==> src/rtl/mmio_uart_ctrl.sv <==
// rtl/mmio_uart_ctrl.sv - memory-mapped UART/LED register block with TX/RX FIFOs and TX drain FSM
module mmio_uart_ctrl #(
  parameter int          TX_DEPTH  = 8,
  parameter int          RX_DEPTH  = 8,
  parameter int          LED_WIDTH = 16,
  parameter logic [31:0] UART_BASE = 32'h1000_0000,
  parameter logic [31:0] LED_BASE  = 32'h2000_0000
) (
  input  logic                 clk,
  input  logic                 rst,
  input  logic [31:0]          addr,
  input  logic [31:0]          wdata,
  input  logic                 we,
  input  logic                 re,
  output logic [31:0]          rdata,
  output logic                 hit,
  output logic [LED_WIDTH-1:0] led_out,
  output logic [7:0]           uart_tx_data,
  output logic                 uart_tx_we,
  input  logic                 uart_tx_busy,
  input  logic [7:0]           uart_rx_data,
  input  logic                 uart_rx_valid,
  output logic                 uart_rx_re,
  output logic                 irq
);

  localparam int TXA = $clog2(TX_DEPTH);
  localparam int RXA = $clog2(RX_DEPTH);
  localparam logic [TXA:0] TX_FULL_CNT = (TXA+1)'(TX_DEPTH);
  localparam logic [RXA:0] RX_FULL_CNT = (RXA+1)'(RX_DEPTH);

  typedef enum logic [1:0] {S_IDLE, S_SEND, S_GAP} tx_state_t;

  logic [7:0]           r_tx_mem [TX_DEPTH];
  logic [7:0]           r_rx_mem [RX_DEPTH];
  logic [TXA-1:0]       r_tx_wp, r_tx_rp;
  logic [RXA-1:0]       r_rx_wp, r_rx_rp;
  logic [TXA:0]         r_tx_cnt;
  logic [RXA:0]         r_rx_cnt;
  logic                 r_rx_ovf, r_tx_ovf, r_rx_ie, r_tx_ie;
  logic [LED_WIDTH-1:0] r_led;
  logic                 r_tx_we, r_rx_re;
  logic [7:0]           r_tx_data;
  tx_state_t            r_state, w_next;

  logic w_sel_data, w_sel_status, w_sel_ctrl, w_sel_led;
  logic w_tx_empty, w_tx_full, w_rx_empty, w_rx_full;
  logic w_tx_wr, w_tx_push, w_tx_pop, w_tx_ovf_set;
  logic w_rx_in, w_rx_push, w_rx_pop, w_rx_ovf_set;
  logic [31:0] w_status, w_tx_cnt32, w_rx_cnt32;
  logic w_unused;

  assign w_sel_data   = (addr == UART_BASE);
  assign w_sel_status = (addr == UART_BASE + 32'd4);
  assign w_sel_ctrl   = (addr == UART_BASE + 32'd8);
  assign w_sel_led    = (addr == LED_BASE);
  assign hit          = w_sel_data | w_sel_status | w_sel_ctrl | w_sel_led;

  assign w_tx_empty = (r_tx_cnt == '0);
  assign w_tx_full  = (r_tx_cnt == TX_FULL_CNT);
  assign w_rx_empty = (r_rx_cnt == '0);
  assign w_rx_full  = (r_rx_cnt == RX_FULL_CNT);

  // A full FIFO still accepts a byte when a pop frees a slot on the same edge.
  assign w_tx_wr      = we & w_sel_data;
  assign w_tx_push    = w_tx_wr & (~w_tx_full | w_tx_pop);
  assign w_tx_ovf_set = w_tx_wr & w_tx_full & ~w_tx_pop;

  // The ack register masks uart_rx_valid for one cycle so each byte is taken once.
  assign w_rx_in      = uart_rx_valid & ~r_rx_re;
  assign w_rx_pop     = re & w_sel_data & ~w_rx_empty;
  assign w_rx_push    = w_rx_in & (~w_rx_full | w_rx_pop);
  assign w_rx_ovf_set = w_rx_in & w_rx_full & ~w_rx_pop;

  assign w_tx_cnt32 = 32'(r_tx_cnt);
  assign w_rx_cnt32 = 32'(r_rx_cnt);
  assign w_status   = {8'b0, w_tx_cnt32[7:0], w_rx_cnt32[7:0], 3'b0,
                       r_tx_ovf, r_rx_ovf, w_tx_empty, w_tx_full, ~w_rx_empty};
  assign w_unused   = ^{wdata, w_tx_cnt32, w_rx_cnt32};

  assign led_out      = r_led;
  assign uart_tx_we   = r_tx_we;
  assign uart_tx_data = r_tx_data;
  assign uart_rx_re   = r_rx_re;
  assign irq          = (r_rx_ie & ~w_rx_empty) | (r_tx_ie & w_tx_empty);

  // Load-data mux, zero-latency from addr.
  always_comb begin
    rdata = '0;
    if (w_sel_data && !w_rx_empty) rdata = {24'b0, r_rx_mem[r_rx_rp]};
    else if (w_sel_status)         rdata = w_status;
    else if (w_sel_ctrl)           rdata = {30'b0, r_tx_ie, r_rx_ie};
    else if (w_sel_led)            rdata = 32'(r_led);
  end

  // TX drain next-state: pop only from IDLE when the transmitter is free.
  always_comb begin
    w_next   = r_state;
    w_tx_pop = 1'b0;
    case (r_state)
      S_IDLE: if (!w_tx_empty && !uart_tx_busy) begin
        w_tx_pop = 1'b1;
        w_next   = S_SEND;
      end
      S_SEND:  w_next = S_GAP;
      S_GAP:   if (!uart_tx_busy) w_next = S_IDLE;
      default: w_next = S_IDLE;
    endcase
  end

  // FIFO storage; occupancy is tracked by the counters, so contents need no reset.
  always_ff @(posedge clk) begin
    if (!rst && w_tx_push) r_tx_mem[r_tx_wp] <= wdata[7:0];
    if (!rst && w_rx_push) r_rx_mem[r_rx_wp] <= uart_rx_data;
  end

  // Control state, pointers, counts, flags and registered UART strobes.
  always_ff @(posedge clk) begin
    if (rst) begin
      r_state   <= S_IDLE;
      r_tx_wp   <= '0;
      r_tx_rp   <= '0;
      r_tx_cnt  <= '0;
      r_rx_wp   <= '0;
      r_rx_rp   <= '0;
      r_rx_cnt  <= '0;
      r_rx_ovf  <= 1'b0;
      r_tx_ovf  <= 1'b0;
      r_rx_ie   <= 1'b0;
      r_tx_ie   <= 1'b0;
      r_led     <= '0;
      r_tx_we   <= 1'b0;
      r_tx_data <= '0;
      r_rx_re   <= 1'b0;
    end else begin
      r_state <= w_next;
      r_tx_we <= w_tx_pop;
      r_rx_re <= w_rx_in;
      if (w_tx_pop) r_tx_data <= r_tx_mem[r_tx_rp];

      if (w_tx_push) r_tx_wp <= r_tx_wp + TXA'(1);
      if (w_tx_pop)  r_tx_rp <= r_tx_rp + TXA'(1);
      if (w_tx_push && !w_tx_pop)      r_tx_cnt <= r_tx_cnt + (TXA+1)'(1);
      else if (!w_tx_push && w_tx_pop) r_tx_cnt <= r_tx_cnt - (TXA+1)'(1);

      if (w_rx_push) r_rx_wp <= r_rx_wp + RXA'(1);
      if (w_rx_pop)  r_rx_rp <= r_rx_rp + RXA'(1);
      if (w_rx_push && !w_rx_pop)      r_rx_cnt <= r_rx_cnt + (RXA+1)'(1);
      else if (!w_rx_push && w_rx_pop) r_rx_cnt <= r_rx_cnt - (RXA+1)'(1);

      // A fresh overflow beats a same-cycle clear.
      if (w_rx_ovf_set)                        r_rx_ovf <= 1'b1;
      else if (we && w_sel_status && wdata[3]) r_rx_ovf <= 1'b0;
      if (w_tx_ovf_set)                        r_tx_ovf <= 1'b1;
      else if (we && w_sel_status && wdata[4]) r_tx_ovf <= 1'b0;

      if (we && w_sel_ctrl) begin
        r_rx_ie <= wdata[0];
        r_tx_ie <= wdata[1];
      end
      if (we && w_sel_led) r_led <= wdata[LED_WIDTH-1:0];
    end
  end

endmodule

==> config.mk <==
export PLATFORM = sky130hd
export DESIGN_NAME = mmio_uart_ctrl
export DESIGN_NICKNAME = d
export VERILOG_FILES = /design/src/rtl/mmio_uart_ctrl.sv
export SDC_FILE = /design/constraint.sdc
export NUM_CORES = 1
export LEC_CHECK = 0
export ABC_AREA = 0
export BUFFER_PORTS_ARGS = -buffer_cell sky130_fd_sc_hd__buf_2
export CAP_MARGIN = 0
export CORE_MARGIN = 2
export CORE_UTILIZATION = 23
export DETAILED_ROUTE_END_ITERATION = 7
export GPL_TIMING_DRIVEN = 0
export SYNTH_ARGS = -nofsm -noshare
export SYNTH_HDL_FRONTEND = slang
export SYNTH_SLANG_ARGS = --single-unit
==> constraint.sdc <==
create_clock -name clk -period 8.1 [get_ports clk]
set_input_delay 0.405 -clock clk [delete_from_list [all_inputs] [get_ports clk]]
set_output_delay 0.405 -clock clk [all_outputs]
set_load 0.01 [all_outputs]
==> impl_metrics.ini, run 1 <==
[drt]
drt-wirelength-per-cell_um = 16.3
remaining_drc_errors = 0
ant_nets = 0
num_vias = 4736
drt-total-wl_um = 18300
drt-initial-drc-count = 293
first_pass_iters = 4
vias_per_cell = 4.21

[finish]
drive_gt1_share_pct = 31.5
nets = 753
layoutNonFillerInstCount = 1124
nFillCells = 3441
area_delta_synth_final_pct = 22.6
post-route-util_pct = 28.5
diodes = 0

[run_status]
status = finished, final reports clean

[floorplan]
initial_core_util_pct = 23.2
rows = 67
core_um2 = 33400
io_pins = 138
die_y_um = 187
die_area_um2 = 35200
die_x_um = 187

[worst_setup_path]
cp-start-kind = flop
worstSetupPathType = flop to flop
path_cells = nor4_1 -> nor2b_1 -> clkbuf_1 -> inv_1 -> ha_1 -> inv_1 -> ha_1 -> a21o_1 -> a21oi_1 -> xnor2_1 -> or3_1 -> a21oi_1
cp_max_fo = 10
crit_path_max_incr_delay_ns = 0.71
crit_slowest_cell = nor4_1
worstPathRequired_ns = 8.46
arrival_ns = 3.63
endpoint_kind = flop

[yosys]
synth-adder-area-share_pct = 2.13
yosys.area.top_type = edfxtp_1
synthArstFlopShare_pct = 0
ys_warn_count = 0
syn-instance-count = 522
ys_seq_area_share_pct = 63.9
synth_area_leaders = edfxtp_1, dfxtp_1, mux4_2, mux2i_1, nor2_1
synth.distinct_cells = 49
synth.ff_latch_count = 183
synthFlopType = edfxtp_1
synth_compound_area_share_pct = 4.94
mappedNetlistArea_um2 = 7740
muxShareOfSynthArea_pct = 14.5
yosys.area_share.simple_pct = 10.1
avgSynthCellArea_um2 = 14.8
yosys.area.top_type_share_pct = 49.6
synth_xor_area_share_pct = 1.24
synth-edff-count = 128
synth_top_family_by_area = multiplexers

[timing]
rsz0062_at_grt = false
fin_ws_ns = 4.83
worst_pin_slew_ns = 0.987
skew_ns = 0.0143
maxSlewViolCount = 0
setup_tns_ns = 0
holdWs_ns = 0.216
setup_violations = 0
max_freq_mhz = 306
fin_crit_sh_pct = 40.4
period_needed_ns = 3.27
hold_viol = 0
slew_headroom_pct = 34.0

[power_and_ir_drop]
peakVddDrop_mv = 0.165
p_leak_nw = 3.28
power.density_nw_per_um2 = 228

[clock_network]
cts_buffer_depth = 2
cts_resized = 0
htreeDepth = 4
post_cts_buffers = 0
postCtsHoldBufs = 0
cts.sinks = 183
path_clk_slew_ns = 0.07
cts_tree = yes
cts_root_buf = clkbuf_16
clock_latency_ns = 0.43
numCtsBuffers = 17

[placed_design]
dp_cells = 1092
pre_cts_slack_ns = 4.45
port_buffers = 109
hpwlAfterDp_um = 13300
place_congestion = 0.781

[min_path]
hp-class = primary input to flop

[grt]
track_usage_pct = 10.5
grt_pass1_wl_um = 27700
antenna_found_initial = 2
grt_max_degree = 18
grt_pass1_vias = 4728
grt_overflow = 0

[run]
cap_violations = 0
[layer usage]
metal,GRT usage (%),vias up,share of wire [%]
met5,0,-,0.13
met1,12.6,2345,41
met3,2.19,24,4.9
met2,18.7,112,52
li1,-,2251,-
met4,4.03,4,1.8
[flip-flops by register name, indices dropped and copies added (netlist names), 2 cells and up, named ones only]
register      flops
r_rx_mem         64
r_rx_wp           3
r_tx_mem         64
r_tx_cnt          4
r_state           2
r_rx_rp           3
r_tx_wp           3
uart_tx_data      8
led_out          16
r_rx_cnt          4
r_tx_rp           3
[critical path, delay by kind of cell, from the launching register on]
family / cells / cell delay [ns]
AOI/OAI and AO/OA: 3 / 0.47
buffers and inverters: 3 / 0.60
DFF: 1 / 0.38
and+or+nand+nor: 3 / 1.17
adders and majority gates: 2 / 0.49
xor gates and xnor gates: 1 / 0.09
[through the flow]
step	power, mW	area, µm²
2_1_floorplan	1.27	7780
3_3_place_gp	1.37	8890
3_5_place_dp	1.38	8930
4_1_cts	2.19	9500
5_1_grt	2.25	9500
6_report	2.16	9500
[layout make-up]
class | instances | area, µm² | share of cell area (%)
Sequential cell | 183 | 4940 | 52.1
Buffer | 35 | 191 | 2.02
Inverter | 14 | 52.6 | 0.553
Clock buffer | 18 | 429 | 4.52
Tap cell | 448 | 561 | 5.90
Multi-Input combinational cell | 301 | 2620 | 27.6
Timing Repair Buffer | 111 | 561 | 5.90
Clock inverter | 14 | 139 | 1.46
[kinds of logic (layout without fill, tap and decap cells)]
family / after synthesis / count (layout)
fa+ha+maj: 12 / 12
xor+xnor: 11 / 11
simple gates: 139 / 139
other cells: 1 / 12
buf+inv: 49 / 192
mux: 72 / 72
compound gates: 55 / 55
flops: 183 / 183
[layout by cell type (no fill, tap or decap), types with 8 or more instances in the layout]
cell       Yosys  layout
a22o_1         8       8
a21oi_1       14      14
buf_2          6     115
and2_1         8       8
clkbuf_16      0      17
mux4_2        32      32
a211oi_1       8       8
conb_1         1      12
edfxtp_1     128     128
clkbuf_1      10      11
buf_4         12      14
nor2_1        69      69
inv_1         14      14
nand2_1       11      11
o21ai_0        8       8
dfxtp_1       55      55
ha_1          10      10
mux2i_1       36      36
[cell usage after synthesis, types with 7 or more instances]
library cell  number
edfxtp_1         128
ha_1              10
xnor2_1            7
inv_1             14
o21ai_0            8
a21oi_1           14
nor2_1            69
mux2i_1           36
and2_1             8
dfxtp_1           55
nand4_1            7
mux4_2            32
nor4_1             9
nand2_1           11
a211oi_1           8
clkbuf_1          10
a22o_1             8
buf_4             12
[path summary, 6_finish.rpt]
| path | end | depth (start not counted) | slack [ns] | start |
|---|---|---|---|---|
| setup / recovery | r_tx_cnt[3] | 12 | 4.83 | r_tx_cnt[0] |
| hold / removal | led_out[9] | 3 | 0.22 | wdata[9] |
| setup reg to reg | r_tx_cnt[3] | 12 | 4.83 | r_tx_cnt[0] |
| hold reg to reg | uart_tx_data[3] | 2 | 0.50 | uart_tx_data[3] |
[report_power, final]
group          internal [mW]  switching (mW)
Sequential              1.04          0.0299
Combinational          0.127           0.156
Clock                  0.433           0.379
Power figures use the tool's default switching activity.
==> run 2, diff against run 1 <==
clock period = 2.65 ns   (was 8.1 ns; I/O delays follow)
==> impl_metrics.ini, run 2 (synthesis gave the netlist of run 1 again) <==
[worst_setup_path]
rr_startpoint = r_tx_cnt[0]
reg2reg_depth = 11
cp-start-kind = flop
arrival_ns = 3.00
cp_max_fo = 4
endpoint_kind = flop
worstPathRequired_ns = 3.00
r2r_end = r_tx_cnt[3]
reg2reg_slack_ns = -0.007
worstSetupPathType = flop to flop

[drt]
vias_per_cell = 4.21
drt-wirelength-per-cell_um = 16.2
ant_nets = 0
remaining_drc_errors = 0
drt-initial-drc-count = 287
num_vias = 4880
first_pass_iters = 6
drt-total-wl_um = 18800

[finish]
mostFrequentLayoutCells = edfxtp_1, buf_2, nor2_1, dfxtp_1, buf_4
drive_gt1_share_pct = 36.1
final_common_cell = edfxtp_1
diodes = 0
final_area_um2 = 9990
nFillCells = 3420
nets = 789
area_delta_synth_final_pct = 29.0

[timing]
skew_ns = 0.0110
worst_pin_slew_ns = 0.966
maxSlewViolCount = 0
slew_headroom_pct = 35.3
fin_crit_sh_pct = 100
hold_viol = 0
max_freq_mhz = 376
setup_violations = 1
fin_ws_ns = -0.00734
setup_tns_ns = -0.00734
period_needed_ns = 2.66
rsz0062_at_grt = true

[placed_design]
dpl-instance-area_um2 = 8970
port_buffers = 109
place_congestion = 0.730
hpwlAfterDp_um = 13500

[clock_network]
path_clk_slew_ns = 0.07
clock_latency_ns = 0.43
cts_tree = yes
numCtsBuffers = 17
cts.sinks = 183
htreeDepth = 4
cts_buffer_depth = 2
cts_root_buf = clkbuf_16

[grt]
grt_pass1_wl_um = 28300
grt_overflow = 0
grt.met1_usage_pct = 13.1
grt.busiest_layer = met2
gr-usage-met2_pct = 18.8
met3_usage_pct = 2.45
grt_pass1_vias = 4851
track_usage_pct = 10.8
grt_max_degree = 17
antenna_found_initial = 0

[power_and_ir_drop]
power_mw = 6.78
p_leak_nw = 3.48
power.density_nw_per_um2 = 679
peakVddDrop_mv = 0.508

[run_status]
violations = setup timing
status = finished, violations left

[floorplan]
die_x_um = 187
rows = 67
initial_core_util_pct = 23.2
die_area_um2 = 35200
io_pins = 138
die_y_um = 187
core_um2 = 33400

[min_path]
min_to = r_tx_mem[4][3]
whs_path_depth = 1
hp-class = primary input to flop
min_from = wdata[3]

[run]
cap_violations = 0
[run 2: cell count changes in the layout (fill, tap and decap cells not counted), moves of 3 or more]
cell,previous run,this run
buf_4,14,37
dlygate4sd3_1,0,16
dfxtp_1,55,48
nor4_1,7,2
dfxtp_4,0,4
nor4_4,5,9
clkinvlp_4,2,5
dfxtp_2,0,3
ha_1,10,7
inv_6,3,0
inv_8,4,1
[run 2: area by class of cell]
class / count / area [µm²] / area share (%)
sequential: 183 / 4960 / 49.7
multi-input combinational: 301 / 2770 / 27.7
timing repair buffer: 148 / 878 / 8.79
tap: 448 / 561 / 5.61
clock buffer: 21 / 440 / 4.41
buffer: 34 / 198 / 1.98
clock inverter: 11 / 126 / 1.27
inverter: 14 / 52.6 / 0.526
[run 2: how the worst max path moves through the flow]
stage / start / end / slack, ns / cells past startpoint
after CTS: r_rx_cnt[3] / r_rx_cnt[3] / 0.002 / 10
after global placement: addr[9] / r_tx_mem[4][6] / -0.93 / 6
after global routing: r_tx_cnt[0] / r_tx_cnt[3] / -0.11 / 11
final: r_tx_cnt[0] / r_tx_cnt[3] / -0.007 / 11
after detailed placement: r_tx_cnt[0] / r_tx_cnt[3] / -0.60 / 12
after floorplan: addr[21] / r_rx_cnt[3] / 0.004 / 13
[run 2: per-stage QoR]
stage               setup slack (ns)  instances  util, %  hold WS, ns
finish                      -0.00734       1160     29.9       0.0169
global route                  -0.111       1160     29.9       0.0194
CTS                          0.00237       1150     29.6      0.00557
detailed placement            -0.601       1092     26.9        0.374
global placement              -0.931       1090     26.8        0.368
floorplan                    0.00423        533        -        0.228
[run 2: per-layer routing]
metal  wire [µm]  vias up
met1        8020     2415
met4         396        0
met2        9610      109
met5           0        -
met3         815       30
li1            -     2326
[run 2: what timing repair did]
action | in CTS | in global routing
pin swaps | 5 | 11
buffers inserted | 11 | 10
hold endpoints to repair | 72 | 0
gates resized for setup | 23 | 13
hold buffers | 16 | 0
setup endpoints to repair | 9 | 31
[run 2: power breakdown]
part,total (mW),internal (mW),switching [mW],leakage (nW)
Sequential,3.28,3.18,0.100,1.60
Combinational,1.04,0.510,0.526,1.62
Clock,2.47,1.39,1.08,0.259
Total,6.78,5.08,1.70,3.48
[run 2: worst max-delay path: stages (launching register included)]
cell and delay (ns):
dfxtp_4 0.36, or4b_4 0.58, o21ai_4 0.21, nor3_4 0.08, ha_2 0.21, inv_2 0.09, buf_4 0.11, ha_1 0.24
a21oi_2 0.17, xnor2_1 0.10, or3_1 0.31, a21oi_1 0.13
==> run 3, diff against run 2 <==
MAX_ROUTING_LAYER = met4   (was unset)
==> impl_metrics.ini, run 3 (synthesis gave the netlist of run 1 again) <==
[floorplan]
io_pins = 138
die_x_um = 187
rows = 67
die_area_um2 = 35200
die_y_um = 187
core_um2 = 33400
initial_core_util_pct = 23.2

[timing]
period_needed_ns = 2.66
fin_crit_sh_pct = 100
slew_headroom_pct = 35.2
maxSlewViolCount = 0
setup_violations = 1
rsz0062_at_grt = true
worst_pin_slew_ns = 0.969
hold_viol = 0
fin_ws_ns = -0.00822
skew_ns = 0.00964
holdWs_ns = 0.0222
max_freq_mhz = 376

[placed_design]
dp_cells = 1092
pre_cts_slack_ns = -0.601
hpwlAfterDp_um = 13500
port_buffers = 109
place_congestion = 0.739

[finish]
diodes = 0
area_delta_synth_final_pct = 29.0
drive_gt1_share_pct = 36.1
nFillCells = 3421
layoutNonFillerInstCount = 1160
nets = 789
mostFrequentLayoutCells = edfxtp_1, buf_2, nor2_1, dfxtp_1, buf_4
final_common_cell = edfxtp_1
post-route-util_pct = 29.9

[grt]
antenna_found_initial = 0
track_usage_pct = 11.1
grt_pass1_wl_um = 28300
grt_overflow = 0
grt_pass1_vias = 4846
grt_max_degree = 17

[power_and_ir_drop]
peakVddDrop_mv = 0.507
power_mw = 6.78
p_leak_nw = 3.48
power.density_nw_per_um2 = 679

[run]
cap_violations = 0

[worst_setup_path]
endpoint_kind = flop
worstPathRequired_ns = 3.00
cp_max_fo = 4
worstSetupPathType = flop to flop
cp-start-kind = flop
arrival_ns = 3.00

[drt]
drt-total-wl_um = 18800
drt-wirelength-per-cell_um = 16.2
vias_per_cell = 4.23
num_vias = 4911
ant_nets = 0
remaining_drc_errors = 0
drt-initial-drc-count = 289
first_pass_iters = 5

[run_status]
violations = setup timing
status = finished, violations left

[clock_network]
cts.sinks = 183
cts_root_buf = clkbuf_16
cts_tree = yes
htreeDepth = 4
clock_latency_ns = 0.43
path_clk_slew_ns = 0.07
numCtsBuffers = 17
cts_buffer_depth = 2

[min_path]
hp-class = primary input to flop
## run 3: what timing repair did
action                     CTS  global route
resized for setup           23            13
pin swaps                    5            11
hold buffers                16             0
setup buffers               11            10
setup endpoints to repair    9            31
hold endpoints to repair    72             0
## run 3: report_power, final
part / switching, mW / internal [mW] / leakage (nW) / total (mW)
Sequential: 0.0993 / 3.18 / 1.60 / 3.28
Clock: 1.08 / 1.39 / 0.259 / 2.47
Combinational: 0.526 / 0.510 / 1.62 / 1.04
## run 3: routing by layer
layer / GRT usage, % / routed length, µm / vias to the layer above
li1: - / - / 2326
met1: 13.1 / 7960 / 2421
met2: 18.8 / 9570 / 133
met3: 2.43 / 860 / 31
met4: 3.69 / 442 / 0
met5: - / 0 / -
## run 3: critical path, cell delays in order (launching register included)
cell and delay [ns]:
dfxtp_4 0.36, or4b_4 0.57, o21ai_4 0.21, nor3_4 0.08, ha_2 0.21, inv_2 0.09, buf_4 0.11, ha_1 0.24
a21oi_2 0.17, xnor2_1 0.10, or3_1 0.31, a21oi_1 0.13
## run 3: worst paths after layout
check	start	endpoint	slack [ns]	depth (start not counted)
min	wdata[2]	r_tx_mem[7][2]	0.02	1
min reg2reg	uart_tx_data[4]	uart_tx_data[4]	0.49	2
max reg2reg	r_tx_cnt[0]	r_tx_cnt[3]	-0.008	11
max	r_tx_cnt[0]	r_tx_cnt[3]	-0.008	11
## run 3: stage by stage
step	setup TNS (ns)	cell area, µm²
3_5_place_dp	-21.85	8970
4_1_cts	0	9870
5_1_grt	-0.113	9990
3_3_place_gp	-33.61	8930
2_1_floorplan	0	7830
6_report	-0.00822	9990
## run 3: cell type report
class,instances,area [µm²],share of cell area (%)
Multi-Input combinational cell,301,2770,27.7
Tap cell,448,561,5.61
Buffer,34,198,1.98
Timing Repair Buffer,148,878,8.79
Inverter,14,52.6,0.526
Clock buffer,21,440,4.41
Clock inverter,11,126,1.27
Sequential cell,183,4960,49.7
